### src/rtl/riscv_core_fetch_queue.sv
// In-order fetch queue between the imem port and Decode.
// Each entry carries the request PC and, once the response lands, the
// instruction word. Entries alive at a redirect are either dropped (already
// filled) or marked killed (still in flight), so late responses are discarded.
module riscv_core_fetch_queue #(
  parameter int          DEPTH        = 4,
  parameter logic [31:0] RESET_VECTOR = 32'h00080000
) (
  input  logic                       clk,
  input  logic                       reset,
  input  logic                       imemreq_fire,
  input  logic [31:0]                imemreq_pc,
  output logic                       imemreq_rdy_Fhl,
  input  logic                       imemresp_val,
  input  logic [31:0]                imemresp_msg_data,
  input  logic                       squash,
  input  logic                       deq,
  output logic                       inst_val_Fhl,
  output logic [31:0]                inst_Fhl,
  output logic [31:0]                pc_Fhl,
  output logic [31:0]                pc_plus4_Fhl,
  output logic [$clog2(DEPTH):0]     occupancy,
  output logic                       proto_err
);

  localparam int PW = $clog2(DEPTH);
  localparam int OW = PW + 1;

  logic [31:0]      pc_q   [DEPTH];
  logic [31:0]      inst_q [DEPTH];
  logic [DEPTH-1:0] filled_q, kill_q;
  logic [PW-1:0]    alloc_ptr_q, fill_ptr_q, head_ptr_q;
  logic [OW-1:0]    occ_q, pend_q;   // allocated entries / allocated-but-unfilled
  logic             err_q;

  logic             alloc, fill;
  logic [OW-1:0]    nfilled, free_cnt;
  logic [DEPTH-1:0] unf;
  logic [PW-1:0]    off [DEPTH];

  assign imemreq_rdy_Fhl = (occ_q < OW'(DEPTH));
  assign alloc           = imemreq_fire && imemreq_rdy_Fhl;
  assign fill            = imemresp_val && (pend_q != '0);
  assign inst_val_Fhl    = (occ_q != '0) && filled_q[head_ptr_q] && !kill_q[head_ptr_q];
  assign inst_Fhl        = inst_q[head_ptr_q];
  assign pc_Fhl          = pc_q[head_ptr_q];
  assign pc_plus4_Fhl    = pc_Fhl + 32'd4;
  assign occupancy       = occ_q;
  assign proto_err       = err_q;

  // Unfilled entries are the pend_q entries starting at fill_ptr.
  always_comb begin
    for (int i = 0; i < DEPTH; i++) begin
      off[i] = PW'(i) - fill_ptr_q;
      unf[i] = ({1'b0, off[i]} < pend_q);
    end
  end

  // Entries freed this cycle. Killed entries are always an unfilled prefix
  // at the head, so a fill into a killed entry is always the head entry.
  // On squash the filled prefix goes, plus the entry filled this cycle,
  // which squash kills and which sits right behind that prefix.
  always_comb begin
    nfilled  = occ_q - pend_q;
    free_cnt = '0;
    if (squash)
      free_cnt = nfilled + OW'(fill);
    else if (fill && kill_q[fill_ptr_q])
      free_cnt = OW'(1);
    else if (deq && inst_val_Fhl)
      free_cnt = OW'(1);
  end

  // Pointer, counter and sticky error state.
  always_ff @(posedge clk or negedge reset) begin
    if (!reset) begin
      alloc_ptr_q <= '0;
      fill_ptr_q  <= '0;
      head_ptr_q  <= '0;
      occ_q       <= '0;
      pend_q      <= '0;
      err_q       <= 1'b0;
    end else begin
      alloc_ptr_q <= alloc_ptr_q + PW'(alloc);
      fill_ptr_q  <= fill_ptr_q + PW'(fill);
      head_ptr_q  <= head_ptr_q + free_cnt[PW-1:0];
      occ_q       <= occ_q + OW'(alloc) - free_cnt;
      pend_q      <= pend_q + OW'(alloc) - OW'(fill);
      if ((imemreq_fire && !imemreq_rdy_Fhl) || (imemresp_val && !fill))
        err_q <= 1'b1;
    end
  end

  // Entry storage: kill on squash, fill on response, (re)initialise on alloc.
  // The alloc slot is never an unfilled entry, so the writes do not overlap.
  always_ff @(posedge clk or negedge reset) begin
    if (!reset) begin
      for (int i = 0; i < DEPTH; i++) begin
        pc_q[i]   <= RESET_VECTOR;
        inst_q[i] <= '0;
      end
      filled_q <= '0;
      kill_q   <= '0;
    end else begin
      if (squash) kill_q <= kill_q | unf;
      if (fill) begin
        inst_q[fill_ptr_q]   <= imemresp_msg_data;
        filled_q[fill_ptr_q] <= 1'b1;
      end
      if (alloc) begin
        pc_q[alloc_ptr_q]     <= imemreq_pc;
        filled_q[alloc_ptr_q] <= 1'b0;
        kill_q[alloc_ptr_q]   <= 1'b0;
      end
    end
  end

endmodule

### config.mk
export PLATFORM = sky130hd
export DESIGN_NAME = riscv_core_fetch_queue
export DESIGN_NICKNAME = d
export VERILOG_FILES = /design/src/rtl/riscv_core_fetch_queue.sv
export SDC_FILE = /design/constraint.sdc
export NUM_CORES = 1
export LEC_CHECK = 0
export ABC_CLOCK_PERIOD_IN_PS = 4850
export BUFFER_PORTS_ARGS = -buffer_cell sky130_fd_sc_hd__buf_2
export CORE_MARGIN = 3
export CORE_UTILIZATION = 62
export DETAILED_ROUTE_END_ITERATION = 10
export GPL_ROUTABILITY_DRIVEN = 0
export PLACE_DENSITY = 0.83
export SYNTH_ARGS = -nofsm -noshare
export SYNTH_HDL_FRONTEND = slang
export SYNTH_SLANG_ARGS = --single-unit
export TNS_END_PERCENT = 30
### constraint.sdc
create_clock -name clk -period 4.85 [get_ports clk]
set_clock_uncertainty 0.1 [all_clocks]
set_input_delay 0.7275 -clock clk [delete_from_list [all_inputs] [get_ports clk]]
set_output_delay 0.7275 -clock clk [all_outputs]
set_load 0.01 [all_outputs]
### Word level (Yosys, flattened, before mapping)

Index checks and enable logic that the tools add are counted.

| storage, ports and cells | value |
|---|---|
| output and inout bits | 102 |
| logic and storage cells | 100 |
| register bits after elaboration | 277 |

| cells by class | value |
|---|---|
| bitwise gates (word level) | 8 |
| reductions and logical operators | 18 |
| order comparisons | 15 |
| $add $sub $neg | 14 |
| muxes and demuxes | 29 |

Operators with widths:

| kind | number |
|---|---|
| $bwmux W128 | 2 |
| $mux W32 | 6 |
| $bmux W32 S2 | 2 |
| $demux W32 S2 | 2 |
| $add A32 B3 Y32 const B | 1 |
| $mux W4 | 4 |
| $logic_and A1 B1 Y1 | 12 |
| $lt A2 B3 Y1 | 4 |
| $add A3 B1 Y3 | 3 |
| $ge A3 B3 Y1 const B | 3 |
| $lt A2 B3 Y1 const B | 3 |
| $not A2 Y3 | 3 |
| $and A4 B4 Y4 | 2 |
| $or A4 B4 Y4 | 2 |
| $mux W1 | 7 |
| $bmux W1 S2 | 3 |
| $lt A3 B1 Y1 const B | 2 |
| $reduce_bool A3 Y1 | 2 |
| $sub A3 B3 Y3 | 2 |
| $add A2 B1 Y2 | 2 |
| $demux W1 S2 | 2 |
| $ge A2 B1 Y1 const B | 2 |
| $not A4 Y4 | 1 |
| $sub A1 B2 Y2 const A | 2 |
| 7 further kinds | 10 |

### Longest topological paths before layout

| depth | value |
|---|---|
| depth in word-level cells | 9 |
| gate-level depth with buffers | 16 |
| mapped depth without buffers | 14 |

### Worst setup path before layout

No wires, ideal clock.

| timing | value |
|---|---|
| path type | input port to flip-flop |
| from | input imemresp_val |
| to | register occ_q[2] (netlist: occupancy[2]) |
| setup slack | 1.518 ns |
| cell stages on the path | 13 |
| arrival | 3.107 ns |
| library setup time | 0.125 ns |
| required time | 4.625 ns |
| cell sequence | nor2b_1 -> buf_2 -> inv_1 -> ha_1 -> inv_1 -> ha_1 -> inv_1 -> fa_1 -> nand2b_1 -> ha_1 -> fa_1 -> xnor2_1 -> xnor2_1 |

| on the way | value |
|---|---|
| longest elaborated chain between the ends | 5 |
| elaborated cells between the ends (all ways) | 6 |
| classes of those cells | 2 x add/sub; 2 x mux; 2 x reduce/logical |

Ends and longest elaborated chain:

| what | line | source |
|---|---|---|
| from (decl) | 14 | `input logic imemresp_val,` |
| $logic_and A1 B1 Y1 (*) | 43 | `assign fill = imemresp_val && (pend_q != '0);` |
| branches (longest 2 deep; another with $add A3 B1 Y3) | n/a |  |
| $mux W3 (*) | 66 | `if (squash)` |
| $sub A3 B3 Y3 (*) | 87 | `occ_q <= occ_q + OW'(alloc) - free_cnt;` |
| to (signal assigned) | 87 |  |
| to (decl) | 33 | `logic [OW-1:0] occ_q, pend_q;` |

Mark *: on every way between the ends.
A chain may end at the register's enable or synchronous reset.

### Worst setup path after layout

| timing | value |
|---|---|
| from | register head_ptr_q[0] |
| to | output pc_plus4_Fhl[28] |

| on the way | value |
|---|---|
| longest elaborated chain between the ends | 5 |

Ends and longest elaborated chain:

| what | line | source |
|---|---|---|
| from (decl) | 32 | `logic [PW-1:0] alloc_ptr_q, fill_ptr_q, head_ptr_q;` |
| from (signal assigned) | 86 | `head_ptr_q <= head_ptr_q + free_cnt[PW-1:0];` |
| $not A2 Y3 (implied by the code) | 46 | `assign pc_Fhl = pc_q[head_ptr_q];` |
| $bmux W32 S2 | 46 |  |
| $mux W32 (implied by the code) (2 in series) | 46 |  |
| $add A32 B3 Y32 | 47 | `assign pc_plus4_Fhl = pc_Fhl + 32'd4;` |
| to (decl) | 21 | `output logic [31:0] pc_plus4_Fhl,` |

No other way between the ends. The select of a mux whose other input is x is not followed.

==> results.tsv <==
stage	metric	value	unit
critical_path	worstSetupStartpointType	flop	
die	die_w	150	µm
clock_network	clk_latency	0.54	ns
routing	drc_errors	0	
synth	synth.yosys.seq_area_share	54.0	%
placed_design	placed_cell_area	13900	µm²
synth	yosysTopAreaCell	dfrtp_1	
grt	grt-ovfl-total	0	
finish	areaGrowthSynthToFinish	16.2	%
die	ios	172	
sta	worstMarginPinSlew	1.03	ns
routing	viasPerCell	5.87	
synth	synthFlopType	dfrtp_1	
sta	tns	0	ns
critical_path	r2r_slack	1.34	ns
finish	multi_input_area	5600	µm²
sta	setup_violations	0	
die	die_h	150	µm
placed_design	dp_cells	1231	
clock_network	postCtsHoldBufs	0	
routing	ant_nets	0	
placed_design	hpwl	16800	µm
grt	globalRouteTotalUtil	24.1	%
clock_network	clockRootBuffer	clkbuf_16	
die	die_area	22500	µm²
grt	grt_start_max_net_pins	131	
clock_network	cts_resized	0	
placed_design	port_buffers	171	
critical_path	crit_type	reg2out	
die	start_util	63.3	%
routing	drt_wl_total	26100	µm
clock_network	cts_tree	yes	
clock_network	htreeDepth	1	
pwr	powerDensity	803	nW/µm²
sta	finalHoldViolations	0	
clock_network	clock-sinks	277	
critical_path	crit_required	4.02	ns
min_path	hold_path.class	in2async	
sta	slew_violations	0	
finish	n_fill_cell	1324	
synth	ys_warn_count	0	
finish	finalInstanceArea	14900	µm²
synth	avgSynthCellArea	15.6	µm²
synth	synth-edff-count	0	
routing	first_pass_iters	4	
finish	nets	1085	
critical_path	rr_endpoint	occupancy[2]$_DFF_PN0_	
clock_network	cts.path.max_buffers	3	
synth	netlist.area_leader.share	53.2	%
die	row_count	52	
sta	min_period	4.34	ns
routing	vias	7545	
grt	grt_pass1_vias	8202	
sta	relSlewSlack	31.1	%
critical_path	end_kind	output pin	
routing	first_iter_violations	364	
clock_network	numCtsBuffers	29	
synth	synthTopCellsByCount	273 x dfrtp_1, 256 x mux2_2, 65 x mux4_2	
sta	rsz0062_at_grt	false	
finish	fin_cells	1286	
clock_network	cts_setup_buffers	0	
flow_run	max-cap-violations	0	
critical_path	path_max_fanout	50	
critical_path	reg2reg_depth	14	
finish	drive_above_1_share	56.2	%
synth	syn_inst	821	
sta	period_share	89.5	%
routing	wl_per_cell	20.3	µm
die	core	20300	µm²
grt	antenna_found_initial	3	
synth	ys_ff_latch	277	
synth	async_reset_ff_share	100	%
pwr	power.leakage	6.59	nW
clock_network	clkTransAtPathRegs	0.06	ns
synth	synthMostInstantiatedCell	dfrtp_1	
synth	synth_cell_type_count	46	
sta	fmax	230	MHz
critical_path	cp.arrival	3.51	ns
synth	netlist_top_cells_area	dfrtp_1 53%, mux2_2 22%, mux4_2 11%	
finish	register_area	6940	µm²
grt	grt_pass1_wl	43200	µm
pwr	ir_worst_vdd	0.448	mV
synth	synth_fp_nets	914	
status	status	finished, final reports clean	
synth	syn_area	12800	µm²
critical_path	timing.rr.start	pend_q[2]$_DFF_PN0_	
[cells in the final DEF, fill, tap and decap left out, types with 3 or more instances in the layout]
cell type / n
xor2_1: 10
clkbuf_8: 7
o21ai_0: 3
a21oi_1: 10
nand4_1: 4
xnor2_1: 28
mux2_2: 256
clkbuf_16: 29
nor3_1: 4
dfrtp_1: 271
dfstp_2: 4
clkbuf_1: 9
mux4_2: 65
nand2_1: 23
nand3_1: 11
inv_1: 21
nor2_1: 10
buf_2: 170
buf_4: 13
bufinv_16: 3
diode_2: 3
fa_1: 3
ha_1: 20
[sequential cells by signal, summed over array words and instances, names as in the netlist]
register	flops
kill_q	4
alloc_ptr_q	2
occupancy	3
filled_q	4
inst_q	128
pc_q	128
proto_err	1
head_ptr_q	2
fill_ptr_q	2
pend_q	3
[logic make-up after synthesis]
group / Yosys count / share of synthesized area, %
AO/OA/AOI/OAI: 22 / 1.08
XOR/XNOR: 38 / 2.59
adder cells (fa/ha/maj): 23 / 2.42
buffers and inverters: 66 / 2.55
flip-flops: 277 / 54.0
multiplexers: 322 / 33.9
AND/OR/NAND/NOR: 73 / 3.45
[per-stage QoR]
stage               util (%)  setup slack, ns  hold slack (ns)  power (mW)
finish                  73.5            0.509            0.166        12.0
global route            73.5            0.123            0.247        12.8
floorplan                  -             1.52            0.332        8.10
detailed placement      68.7             1.00            0.364        9.81
CTS                     73.5            0.407            0.237        12.1
global placement        68.7             1.07            0.365        9.61
[layout make-up]
class | count | area share [%]
Clock buffer | 45 | 5.73
Sequential cell | 277 | 46.5
Inverter | 21 | 0.528
Clock inverter | 7 | 0.796
Timing Repair Buffer | 185 | 6.59
Tap cell | 270 | 2.26
Antenna cell | 3 | 0.0503
Multi-Input combinational cell | 478 | 37.5
[where the power goes]
| part | internal [mW] | switching [mW] |
|---|---|---|
| registers | 3.51 | 0.778 |
| clock network | 1.37 | 0.875 |
| logic | 2.95 | 2.51 |
[worst max-delay path, cell delays in order (launching register included)]
cell	delay [ns]
dfrtp_4	1.07
mux4_2	0.48
ha_1	0.25
nand3_1	0.17
nor4_4	0.46
nand3_1	0.19
xnor2_1	0.18
buf_2	0.15
[how the worst max path moves through the flow]
stage,startpoint,end,depth (start not counted)
6_report,head_ptr_q[0]$_DFF_PN0_,pc_plus4_Fhl[28],7
3_5_place_dp,head_ptr_q[0]$_DFF_PN0_,pc_plus4_Fhl[28],7
2_1_floorplan,imemresp_val,occupancy[2]$_DFF_PN0_,13
3_3_place_gp,head_ptr_q[0]$_DFF_PN0_,pc_plus4_Fhl[20],7
5_1_grt,head_ptr_q[0]$_DFF_PN0_,pc_plus4_Fhl[28],7
4_1_cts,head_ptr_q[0]$_DFF_PN0_,pc_plus4_Fhl[28],7
[metal layers]
| metal | track usage (%) | part of all wire [%] |
|---|---|---|
| met1 | 32.2 | 42 |
| met2 | 41.3 | 51 |
| met3 | 4.82 | 5.6 |
| met4 | 5.67 | 1.7 |
| met5 | 0 | 0.034 |
No activity file was read; power rests on OpenSTA's default activity.
